## src/rtl/quiet_gap_sequencer.sv

```systemverilog
// quiet_gap_sequencer: arbitrates two requesters and issues one-hot bursts on en,
// separated by quiet gaps of MIN_QUIET..MAX_QUIET all-zero cycles. MAX_QUIET==0
// selects continuous mode, where en is one-hot on every cycle outside reset.
// Optional feature macro: QGS_STATS_EN adds saturating filler/grant counters.
module quiet_gap_sequencer #(
    parameter int unsigned MIN_QUIET = 2,
    parameter int unsigned MAX_QUIET = 8,
    parameter int unsigned BURST_W   = 4,
    parameter int unsigned GAP_W     = 8
) (
    input  logic               clk,
    input  logic               reset_n,
    input  logic [1:0]         req,
    input  logic [BURST_W-1:0] burst_len,
    output logic [1:0]         en,
    output logic               filler,
    output logic               busy,
    output logic [GAP_W-1:0]   gap_cnt
`ifdef QGS_STATS_EN
    ,
    output logic [15:0]        filler_count,
    output logic [15:0]        grant_count
`endif
);

    localparam bit               CONT  = (MAX_QUIET == 0);
    localparam logic [GAP_W-1:0] MIN_G = GAP_W'(MIN_QUIET);
    localparam logic [GAP_W-1:0] MAX_G = GAP_W'(MAX_QUIET);

    if (!CONT && MIN_QUIET < 1) begin : g_bad_min
        $error("quiet_gap_sequencer: MIN_QUIET must be >= 1 in gapped mode");
    end
    if (!CONT && MAX_QUIET < MIN_QUIET) begin : g_bad_max
        $error("quiet_gap_sequencer: MAX_QUIET must be >= MIN_QUIET");
    end
    if ((MAX_QUIET >> GAP_W) != 0) begin : g_bad_gapw
        $error("quiet_gap_sequencer: GAP_W too narrow for MAX_QUIET");
    end
    if (BURST_W < 1) begin : g_bad_burstw
        $error("quiet_gap_sequencer: BURST_W must be >= 1");
    end

    typedef enum logic [1:0] {
        S_IDLE,
        S_ACTIVE,
        S_QUIET
    } state_t;

    state_t             state_q;
    logic [1:0]         en_q;
    logic               filler_q;
    logic               busy_q;
    logic [GAP_W-1:0]   gap_q;
    logic               rr_q;
    logic [BURST_W-1:0] rem_q;

    logic               any_req;
    logic               grant_ch;
    logic [BURST_W-1:0] len_eff;
    logic               rem_last;
    logic               norm_grant;
    logic               fill_grant;

    function automatic logic [1:0] onehot(input logic ch);
        return ch ? 2'b10 : 2'b01;
    endfunction

    // Arbitration and decision-point evaluation for the current cycle
    always_comb begin
        any_req    = |req;
        grant_ch   = req[rr_q] ? rr_q : ~rr_q;
        len_eff    = (burst_len == '0) ? BURST_W'(1) : burst_len;
        rem_last   = (rem_q == BURST_W'(1));
        norm_grant = 1'b0;
        fill_grant = 1'b0;
        case (state_q)
            S_IDLE: begin
                norm_grant = any_req;
            end
            S_ACTIVE: begin
                if (rem_last && CONT) begin
                    norm_grant = any_req;
                    fill_grant = ~any_req;
                end
            end
            S_QUIET: begin
                norm_grant = (gap_q >= MIN_G) && any_req;
                fill_grant = !((gap_q >= MIN_G) && any_req) && (gap_q == MAX_G);
            end
            default: ;
        endcase
    end

    // Sequencer FSM with registered outputs
    always_ff @(posedge clk) begin
        if (!reset_n) begin
            state_q  <= CONT ? S_ACTIVE : S_IDLE;
            en_q     <= CONT ? 2'b01 : 2'b00;
            filler_q <= 1'b0;
            busy_q   <= CONT;
            gap_q    <= '0;
            rr_q     <= 1'b0;
            rem_q    <= BURST_W'(1);
        end else if (norm_grant) begin
            state_q  <= S_ACTIVE;
            en_q     <= onehot(grant_ch);
            filler_q <= 1'b0;
            busy_q   <= 1'b1;
            gap_q    <= '0;
            rr_q     <= ~grant_ch;
            rem_q    <= len_eff;
        end else if (fill_grant) begin
            state_q  <= S_ACTIVE;
            filler_q <= 1'b1;
            busy_q   <= 1'b1;
            gap_q    <= '0;
            rem_q    <= BURST_W'(1);
            // Gapped fillers rotate via rr; continuous fillers keep the current channel.
            if (state_q == S_QUIET) begin
                en_q <= onehot(rr_q);
                rr_q <= ~rr_q;
            end
        end else begin
            case (state_q)
                S_IDLE: ;
                S_ACTIVE: begin
                    if (rem_last) begin
                        state_q  <= S_QUIET;
                        en_q     <= 2'b00;
                        filler_q <= 1'b0;
                        busy_q   <= 1'b0;
                        gap_q    <= GAP_W'(1);
                    end else begin
                        rem_q <= rem_q - BURST_W'(1);
                    end
                end
                S_QUIET: begin
                    gap_q <= gap_q + GAP_W'(1);
                end
                default: begin
                    state_q  <= CONT ? S_ACTIVE : S_IDLE;
                    en_q     <= CONT ? 2'b01 : 2'b00;
                    filler_q <= 1'b0;
                    busy_q   <= CONT;
                    gap_q    <= '0;
                    rem_q    <= BURST_W'(1);
                end
            endcase
        end
    end

    assign en      = en_q;
    assign filler  = filler_q;
    assign busy    = busy_q;
    assign gap_cnt = gap_q;

`ifdef QGS_STATS_EN
    logic [15:0] fcnt_q;
    logic [15:0] gcnt_q;

    // Saturating counts of filler and normal grants since reset
    always_ff @(posedge clk) begin
        if (!reset_n) begin
            fcnt_q <= '0;
            gcnt_q <= '0;
        end else begin
            if (fill_grant && fcnt_q != '1) begin
                fcnt_q <= fcnt_q + 16'd1;
            end
            if (norm_grant && gcnt_q != '1) begin
                gcnt_q <= gcnt_q + 16'd1;
            end
        end
    end

    assign filler_count = fcnt_q;
    assign grant_count  = gcnt_q;
`endif

endmodule
```

## config.mk

```make
export PLATFORM = sky130hd
export DESIGN_NAME = quiet_gap_sequencer
export DESIGN_NICKNAME = d
export VERILOG_FILES = /design/src/rtl/quiet_gap_sequencer.sv
export SDC_FILE = /design/constraint.sdc
export NUM_CORES = 1
export LEC_CHECK = 0
export CAP_MARGIN = 20
export CORE_ASPECT_RATIO = 1.75
export CORE_UTILIZATION = 48
export CTS_CLUSTER_DIAMETER = 50
export DETAILED_ROUTE_END_ITERATION = 8
export PLACE_DENSITY = 0.71
export SLEW_MARGIN = 20
export SYNTH_ARGS = -nofsm -noshare
export SYNTH_HDL_FRONTEND = slang
export SYNTH_SLANG_ARGS = --single-unit
```

## constraint.sdc

```tcl
create_clock -name clk -period 6.8 [get_ports clk]
set_input_delay 1.7 -clock clk [delete_from_list [all_inputs] [get_ports clk]]
set_output_delay 1.7 -clock clk [all_outputs]
set_load 0.02 [all_outputs]
```

Word-level counts from Yosys, hierarchy flattened --
Cells that the tools add are included. W data, S select, Z words.
Operators by class: add/subtract/negate cells 2, order comparisons 2, equal/unequal tests 11, mux-type cells 30, bitwise logic cells 5, reductions and logical operators 18
Operator list (number):
- $pmux W8 S3 | 1
- $mux W4 | 4
- $mux W2 | 7
- $mux W1 | 12
- $reduce_and A2 Y1 | 6
- $add A8 B1 Y8 const B | 1
- $eq A8 B4 Y1 const B | 1
- $ge A8 B2 Y1 const B | 1
- $mux W8 | 1
- $ne A4 B4 Y1 const B | 2
- $pmux W2 S2 | 2
- $pmux W4 S2 | 1
- $reduce_or A2 Y1 | 3
- $not A1 Y1 | 5
- $eq A4 B1 Y1 const B | 1
- $logic_not A4 Y1 | 1
- $pmux W1 S2 | 2
- $reduce_bool A2 Y1 | 2
- $sub A4 B1 Y4 const B | 1
- $ne A3 B1 Y1 const B | 1
- $ne A3 B2 Y1 const B | 1
- $ne A3 B3 Y1 const B | 1
- $reduce_and A3 Y1 | 1
- $reduce_or A3 Y1 | 1
- other kinds (8) | 9
Word-level totals: bits in registers 19, input port bits 8, output and inout bits 12, logic and storage cells 76

Logic depth before layout (Yosys ltp) --
depth after elaboration 7, mapped depth 9, mapped depth without buffers 7

Least setup slack after synthesis --
No wires, ideal clock.
path kind input-to-reg, from input port req[1], to register en_q[1], in the netlist en[1], library setup time 122 ps, data arrival time 2999 ps, required time 6678 ps, slack 3680 ps, stages on the path 6, path buffers 1, cell sequence or2_1 -> bufbuf_16 -> and2_1 -> or3_4 -> a21o_1 -> o311a_1
On the way: word-level cells in the longest chain between the ends 7, elaborated cells between the ends (all ways) 16, classes of those cells 3 x eq/ne; 8 x mux; 5 x reduce/logical
RTL lines:
- from (decl) | line 13 | input logic [1:0] req,
- $reduce_or A2 Y1 | line 70 | any_req = |req;
- $logic_and A1 B1 Y1 | line 87, 88
- $logic_not A1 Y1 | line 88 | fill_grant = !((gap_q >= MIN_G) && any_req) && (gap_q == MAX_G);
- $logic_and A1 B1 Y1 | line 88
- $mux W1 | line 76 | case (state_q)
- $ne A4 B4 Y1 (no source line), or another cell as far along
- $reduce_and A3 Y1 (no source line) / $mux W2 (equally long branches)
- to (signal assigned) | line 98 | en_q <= CONT ? 2'b01 : 2'b00;
- to (signal assigned) | line 106 | en_q <= onehot(grant_ch);
- to (signal assigned) | line 120 | en_q <= onehot(rr_q);
- to (decl) | line 50 | logic [1:0] en_q;
Parallel ways exist; a longest one is shown, timed or not. The select of a mux whose other input is x is not followed. A chain may end at the register's enable or synchronous reset.

Worst setup path in the final report --
from input port req[0], to register rem_q[1]
On the way: word-level cells in the longest chain between the ends 7, elaborated cells between the ends (all ways) 11, classes of those cells 2 x eq/ne; 4 x mux; 5 x reduce/logical
RTL lines:
- $reduce_or A2 Y1 (*) | line 70
- $logic_and A1 B1 Y1 | line 87, 88
- $logic_not A1 Y1 | line 88
- $logic_and A1 B1 Y1 | line 88
- $mux W1 | line 76
- $ne A4 B4 Y1 (no source line), or another cell as far along
- $reduce_and A2 Y1 (no source line) / $mux W4 (equally long branches)
- to (signal assigned) | line 111 | rem_q <= len_eff;
- to (signal assigned) | line 134 | rem_q <= rem_q - BURST_W'(1);
- to (decl) | line 55 | logic [BURST_W-1:0] rem_q;
Every way passes the cells marked *; elsewhere a longest branch is shown, timed or not.

==> run metrics <==
# H-tree levels=1; # nets final=181; hold path depth=2; Arr. time, crit path=3.53 ns; core box area=2492 um2; layout cells sized above 1=0.08589; TNS Setup=0 ns; Yosys cell types=50; largest net degree at the start of global routing=13; Clock Skews=0.002105 ns; clk slew on worst S/H paths=0.07 ns; Post-Layout Cell Count=189; crit path cell chain=clkdlybuf4s50_1, or2_1, a211o_2, nand4_1, a2bb2oi_1, a311oi_1; # DRC=0; Post-Place Worst Slack=3.160 ns; DRT Pass-1 Iters=4; Hold Fails Final Rpt=0; final worst slack=3.432 ns; RSZ-0062 raised after global routing=false; Period minus WS final=3.368 ns; Synth top area share=0.2849; Largest delay share family, worst path=compound AO/OA/AOI/OAI gates; Max Cap Violations=0; crit-path max cell delay=0.54 ns; Tcrit/Tclk final=0.4953; asr flop ratio synth=0; synthesis warning total=0; clock latency on the worst-skew pair=0.26 ns; Final ANT Viol Nets=0; setup bufs post-CTS=0; Psw=0.09240 mW; Mean Syn Cell Area=8.664 um2; Die Ht=69.91 um; maximum vdd ir drop=0.00008774 V; sequential share of power=0.405; top cells by area, synth=dfxtp_1 (28%), ha_1 (8.9%), a21oi_1 (4.7%); via count=1,156; Main synth FF type=dfxtp_1; Die Wd=40.81 um; outcome=complete, no violations; CTS Buf Count=3; GRT Total Usage=0.2363; clk buf depth=2; Placement Rows=24; headroom to the max-slew limit=0.6082; grt ovf=0; DRT Wirelength=2892 um; register area share after synthesis=0.2849; Final Cell Area=1461 um2; critical path launch point type=primary input; sw frac=0.3136; drt wl/cell=15.30 um; # port buffers=19; CP Capture Type=flip-flop; fmax=296.9 MHz; post-cts resize count=0; Inst Count DP=185; P_int=0.2023 mW; area grow syn2layout=15.53%; first-pass GRT wire length=4781 um; maximum fanout along the worst path=8; Post-Syn Nets=163; DR vias/cell=6.116; Worst Path Buf+Inv=1; post-cts hold buffer count=0; diode count=0; post-DP HPWL=2281 um; clock power share=0.301; cell area after synthesis=1265 um2; DP Area=1406 um2; EDFF count, synth=0; total power=0.2947 mW; Initial Util=0.5075; 1st-iter DRT viols=24; clk sink count=18; Final setup viols=0; Hold/Removal Path Class=flip-flop to flip-flop; final core occ=0.5863; CP max stage cell=clkdlybuf4s50_1; CTS tree=done; Setup CP Type=primary input to flip-flop; leading area contributor after synthesis=dfxtp_1; clk root buf=clkbuf_8; worst slew pin tran=0.5878 ns; leakage power=0.5801 nW; Synth Register Bits=18; FILL cells=247; Gate power share=0.294; Pwr Density=201.6 nW/um2; Critical Path Stages=6; Post-Synthesis Cells=146; initial antenna violation count=0; max-slew violations=0; full die area=2853 um2; required time worst endpoint=6.96 ns; vias in the first global route=1,159; RePlAce Congestion=0.8019; # IOs=20; final hold slack=0.4917 ns; reg2reg path depth=7
[power by group through the flow]
stage / combinational, mW / sequential, mW / clock [mW]
6_report: 0.0868 / 0.119 / 0.0886
2_1_floorplan: 0.0640 / 0.124 / 0
3_3_place_gp: 0.0847 / 0.122 / 0
3_5_place_dp: 0.0864 / 0.122 / 0
5_1_grt: 0.0970 / 0.121 / 0.0939
4_1_cts: 0.0870 / 0.119 / 0.0900
[tightest hold or removal path: stages (launching register included)]
cell and delay (ns):
dfxtp_1 0.33, nand3_1 0.07, a21oi_1 0.05
[flip-flops by register name, summed over array words and instances, names as in the netlist]
name,flops
rr_q,1
gap_cnt,8
en,2
rem_q,4
state_q,2
filler,1
[Yosys cell counts, types with 2 or more instances]
cell type  count
nand3_1        5
dfxtp_1       18
ha_1           9
xor2_1         6
a31oi_1        2
a21oi_1       12
nand4_1        6
or3_4          2
and3_1         2
nor2_1         9
o21ai_0        5
nor3_1         2
or2_1          2
nand3b_1       2
inv_1         11
a21o_1         5
a211oi_1       2
nand2_1       12
buf_6          2
o311ai_1       2
[kinds of logic (layout without fill, tap and decap cells)]
family          Yosys count  count (layout)  share of synthesized area
buf+inv                  17              34                    0.09693
simple gates             52              52                     0.2315
flops                    18              18                     0.2849
fa+ha+maj                 9               9                    0.08902
xor+xnor                  6               6                    0.04154
compound gates           44              44                     0.2562
[cell usage in the layout (no fill, tap or decap), drive strengths merged, types with 2 or more instances in the layout]
master         instances
a211oi                 2
a21o                   5
a21oi                 13
a311oi                 2
a31oi                  2
and3                   3
clkbuf                 4
clkdlybuf4s50         19
dfxtp                 18
ha                     9
inv                   11
nand2                 12
nand3                  5
nand3b                 2
nand4                  6
nor2                   9
nor3                   2
o211ai                 2
o21ai                  5
o311ai                 2
or2                    2
or3                    2
or4                    2
xor2                   6
[layout make-up]
| cell class | instances | area (um2) | area share |
|---|---|---|---|
| Clock buffer | 4 | 55.05 | 0.03767 |
| Inverter | 11 | 41.29 | 0.02825 |
| Multi-Input combinational cell | 111 | 782.0 | 0.5351 |
| Sequential cell | 18 | 360.3 | 0.2466 |
| Tap cell | 26 | 32.53 | 0.02226 |
| Timing Repair Buffer | 19 | 190.2 | 0.1301 |
[worst paths after layout]
path	from	end	slack (ns)
setup / recovery	req[0]	rem_q[1]$_SDFFE_PN0P_	3.43
hold / removal	rr_q$_SDFFE_PN0P_	rr_q$_SDFFE_PN0P_	0.49
setup reg to reg	gap_cnt[0]$_SDFFE_PP0P_	en[1]$_SDFFE_PN0P_	4.42
hold reg to reg	rr_q$_SDFFE_PN0P_	rr_q$_SDFFE_PN0P_	0.49
[routing by layer]
metal / up-vias / share of wire / GRT usage
met3: 9 / 0.028 / 0.02857
met5: - / 0 / 0
met1: 546 / 0.38 / 0.2256
met2: 30 / 0.56 / 0.4340
li1: 571 / - / -
met4: 0 / 0.027 / 0.1111
(Power assumes the default switching activity.)
